File: config.mk
export PLATFORM = sky130hd
export DESIGN_NAME = fetch_assembler
export DESIGN_NICKNAME = d
export VERILOG_FILES = /design/src/rtl/fetch_assembler.sv
export SDC_FILE = /design/constraint.sdc
export NUM_CORES = 1
export LEC_CHECK = 0
export ABC_AREA = 1
export BUFFER_PORTS_ARGS = -buffer_cell sky130_fd_sc_hd__clkbuf_2
export CORE_MARGIN = 8
export CORE_UTILIZATION = 50
export DETAILED_ROUTE_END_ITERATION = 8
export GPL_ROUTABILITY_DRIVEN = 0
export HOLD_SLACK_MARGIN = 0.02
export PLACE_DENSITY = 0.8
export SYNTH_ARGS = -nofsm -noshare
export SYNTH_HDL_FRONTEND = slang
export SYNTH_SLANG_ARGS = --single-unit
File: constraint.sdc
create_clock -name clk -period 2.2 [get_ports clk]
set_input_delay 0.22 -clock clk [delete_from_list [all_inputs] [get_ports clk]]
set_output_delay 0.22 -clock clk [all_outputs]
set_load 0.05 [all_outputs]
File: src/rtl/fetch_assembler.sv
// fetch_assembler: byte-serial instruction fetch sequencer.
// Reads one byte per memory handshake, packs bytes MSB-first into a 32-bit
// word and strobes it out with its length code. Owns the program counter.
module fetch_assembler #(
  parameter int                 ADDR_W   = 16,
  parameter logic [ADDR_W-1:0]  RESET_PC = '0
) (
  input  logic              clk,
  input  logic              rst,
  input  logic              fetch_en,
  input  logic              jump,
  input  logic [ADDR_W-1:0] jump_addr,
  output logic              mem_req,
  output logic [ADDR_W-1:0] mem_addr,
  input  logic              mem_ack,
  input  logic [7:0]        mem_data,
  output logic [7:0]        opcode,
  input  logic [1:0]        op_len,
  output logic [31:0]       raw,
  output logic [1:0]        len,
  output logic              we,
  output logic              busy,
  output logic [ADDR_W-1:0] pc
);

  typedef enum logic [2:0] {IDLE, B0, B1, B2, B3, DONE} state_t;

  state_t            state, state_nx;
  logic [ADDR_W-1:0] pc_nx;
  logic [31:0]       raw_nx;
  logic [1:0]        len_nx;

  // Place a byte into its MSB-first lane of the word being assembled.
  function automatic logic [31:0] insert_byte(input logic [31:0] word,
                                              input logic [1:0]  idx,
                                              input logic [7:0]  b);
    logic [31:0] w;
    w = word;
    case (idx)
      2'd0:    w[31:24] = b;
      2'd1:    w[23:16] = b;
      2'd2:    w[15:8]  = b;
      default: w[7:0]   = b;
    endcase
    return w;
  endfunction

  // Byte lane served by each byte-fetch state.
  function automatic logic [1:0] lane_of(input state_t s);
    case (s)
      B1:      return 2'd1;
      B2:      return 2'd2;
      B3:      return 2'd3;
      default: return 2'd0;
    endcase
  endfunction

  // Following byte-fetch state when the instruction is longer.
  function automatic state_t next_byte(input state_t s);
    case (s)
      B0:      return B1;
      B1:      return B2;
      default: return B3;
    endcase
  endfunction

  // The length decoder sees the live byte while the first byte is arriving.
  assign opcode   = (state == B0) ? mem_data : raw[31:24];
  assign mem_addr = pc;
  assign mem_req  = (state == B0) || (state == B1) || (state == B2) || (state == B3);
  assign we       = (state == DONE);
  assign busy     = (state != IDLE);

  // Next-state, PC and word assembly; jump overrides everything except the DONE strobe.
  always_comb begin
    state_nx = state;
    pc_nx    = pc;
    raw_nx   = raw;
    len_nx   = len;
    case (state)
      IDLE: begin
        if (fetch_en) begin
          raw_nx   = '0;
          state_nx = B0;
        end
      end
      B0, B1, B2, B3: begin
        if (mem_ack) begin
          raw_nx = insert_byte(raw, lane_of(state), mem_data);
          pc_nx  = pc + 1'b1;
          if (state == B0) len_nx = op_len;
          if (lane_of(state) == ((state == B0) ? op_len : len))
            state_nx = DONE;
          else
            state_nx = next_byte(state);
        end
      end
      DONE:    state_nx = IDLE;
      default: state_nx = IDLE;
    endcase
    if (jump) begin
      pc_nx    = jump_addr;
      state_nx = IDLE;
      raw_nx   = raw;
      len_nx   = len;
    end
  end

  // State, PC and assembled word registers.
  always_ff @(posedge clk or posedge rst) begin
    if (rst) begin
      state <= IDLE;
      pc    <= RESET_PC;
      raw   <= '0;
      len   <= '0;
    end else begin
      state <= state_nx;
      pc    <= pc_nx;
      raw   <= raw_nx;
      len   <= len_nx;
    end
  end

endmodule

==> flow_summary.json <==
{
  "place_area_mm2": 0.003551,
  "clk_path_buf_depth": 2,
  "ys_seq_area_share_pct": 43.16,
  "area_growth_pct": 18.93,
  "numPortBuffers": 107,
  "avgSynthCellArea_um2": 7.625,
  "crit_end": "mem_req",
  "fin_area_mm2": 0.003655,
  "finalCriticalPeriod_ns": 1.988,
  "mappedNetlistArea_mm2": 0.003073,
  "first_iter_violations": 87,
  "slew_viol_final": 0,
  "vias": 2902,
  "final-hold-violation-count": 0,
  "final_nets": 528,
  "skew_ns": 0.009185,
  "drv_cap": 0,
  "grt_pass1_vias": 2842,
  "route.detailed.drc": 0,
  "wl_um": 7971,
  "synth.distinct_cells": 30,
  "grt_max_degree": 29,
  "start_kind": "flop",
  "crit_arrival_ns": 1.77,
  "status": "finished, final reports clean",
  "netlist_instances": 403,
  "finalCritPeriodShare_pct": 90.36,
  "synth_nets": 435,
  "dieArea_mm2": 0.008910,
  "wl_per_cell_um": 13.94,
  "cts_tree": "built",
  "cp.required_ns": 1.98,
  "h-tree-depth": 2,
  "ios": 108,
  "antenna_found_initial": 0,
  "diodes": 0,
  "seqCellArea_mm2": 0.001326,
  "synth_top_area_share_pct": 43.16,
  "r2r-end": "raw[12]",
  "grt_overflow": 0,
  "slew_headroom_pct": 62.34,
  "cts-buffers-inserted": 5,
  "routed_via_density": 5.073,
  "ff2ff_setup_slack_ns": 0.40,
  "yosys_register_bits": 53,
  "fillers": 540,
  "post-dp-hpwl_um": 6213,
  "worstSetupPathType": "reg2out",
  "synth_top_cell_by_area": "dfrtp_1",
  "grt_use_total_pct": 17.41,
  "multi_input_area_mm2": 0.001400,
  "path_max_fanout": 19,
  "rsz0062_at_grt": "no",
  "finalSetupViolCount": 0,
  "reg2regPathDepth": 7,
  "endpoint_kind": "output pin",
  "die_x_um": 94.40,
  "initial_utilization_pct": 51.90,
  "clk_pin_slew_worst_paths_ns": 0.10,
  "coreArea_mm2": 0.005921,
  "ant_nets": 0,
  "ys_top_cells_by_area": "dfrtp_1 (43%), nand2_1 (15%), inv_1 (5.4%), nand3_1 (5.4%), nor2_1 (4.9%)",
  "drive_gt1_share_pct": 27.57,
  "startpoint": "state[2]",
  "fp.dieH_um": 94.40,
  "fmax_mhz": 503.1,
  "dr.pass1.iters": 5,
  "clock-root-buffer": "clkbuf_8",
  "fp-row-count": 28,
  "clkSinkCount": 53,
  "grt_pass1_wl_um": 12570,
  "yosysWarnings": 0,
  "clk_latency_ns": 0.31,
  "min_path_type": "in2reg",
  "r2r_start": "state[0]",
  "worstMarginPinSlew_ns": 0.5641
}
-- stage by stage --
stage	setup WS [ns]	setup TNS, ns	hold slack (ns)	instances	util [%]
finish	0.2122	0	0.1205	572	61.73
global route	0.1001	0	0.1271	572	61.73
CTS	0.06150	0	0.1150	572	61.60
detailed placement	0.3007	0	0.3001	563	59.97
global placement	0.4127	0	0.2937	563	59.97
floorplan	-0.02853	-0.2282	0.3529	403	-
-- metal layers --
layer	vias to the layer above	wire length [um]	global-route usage [%]	part of all wire [%]
met5	-	0	0	0
met4	0	83	5.284	1.0
met3	10	789	6.270	9.9
met2	124	3782	28.74	47
met1	1319	3315	20.74	42
li1	1449	-	-	-
-- repair_timing --
item | in CTS | in global routing
gates resized for setup | 0 | 1
hold buffers | 1 | 0
hold endpoints to repair | 26 | 0
setup buffers | 0 | 0
setup endpoints to repair | 0 | 2
-- worst min-delay path by stage --
stage	start	to	cells past startpoint
after floorplan	jump_addr[5]	mem_addr[5]	2
after CTS	jump_addr[10]	mem_addr[10]	3
after global routing	jump_addr[14]	mem_addr[14]	3
after global placement	rst	raw[6]	2
final	jump_addr[10]	mem_addr[10]	3
after detailed placement	rst	raw[6]	2
-- cells by family after synthesis --
family / count (synthesis) / share of synthesized area [%]
buffers and inverters: 73 / 11.52
AO/OA/AOI/OAI: 46 / 8.876
AND/OR/NAND/NOR: 222 / 33.71
adder cells (fa/ha/maj): 1 / 0.4071
flip-flops: 53 / 43.16
multiplexers: 1 / 0.3257
XOR/XNOR: 7 / 1.995
-- cell usage after synthesis --
cell type	n
xor2_1	6
dfrtp_1	53
o2111ai_1	2
a21o_1	1
nor2_4	5
a21oi_1	17
nand2_1	119
ha_1	1
inv_2	4
o21ai_0	12
nand3_4	1
nor2_8	3
nand4_2	1
o21ai_1	8
buf_6	2
nand3_1	33
inv_1	44
o21ai_4	2
o211ai_1	4
nor2_1	40
and2_1	1
xnor2_1	1
mux2i_1	1
clkbuf_1	3
nand2_4	2
nand3_2	1
nand4_1	7
buf_2	4
nor3_1	9
buf_4	16
-- state kept, by name (all words and copies together) (netlist names) --
register,count
state,3
len,2
mem_addr,16
raw,32
-- critical path, cell delays in order (launching register included) --
cell and delay, ns:
dfrtp_1 0.43, inv_2 0.16, nand3_4 0.22, nand2_4 0.23, inv_1 0.06, nand2_1 0.07
clkbuf_2 0.29
-- area by class of cell --
| type | instances | area share [%] |
|---|---|---|
| clock buffers | 6 | 1.986 |
| clock inverters | 2 | 0.3766 |
| flip-flops and latches | 53 | 36.29 |
| well taps | 75 | 2.568 |
| multi-input cells | 277 | 38.31 |
| repair buffers | 111 | 15.54 |
| inverters | 48 | 4.930 |
-- layout by cell type, fill, tap and decap left out, types with 7 or more instances in the layout --
cell type  instances
o21ai_0           12
nand3_1           33
nand4_1            7
dfrtp_1           53
nor3_1             9
nor2_1            40
inv_1             43
nand2_1          119
a21oi_1           17
clkbuf_2         107
o21ai_1            8
Power is not shown: default switching activity piles up to over one toggle a cycle in this logic, so the estimate is an artifact.
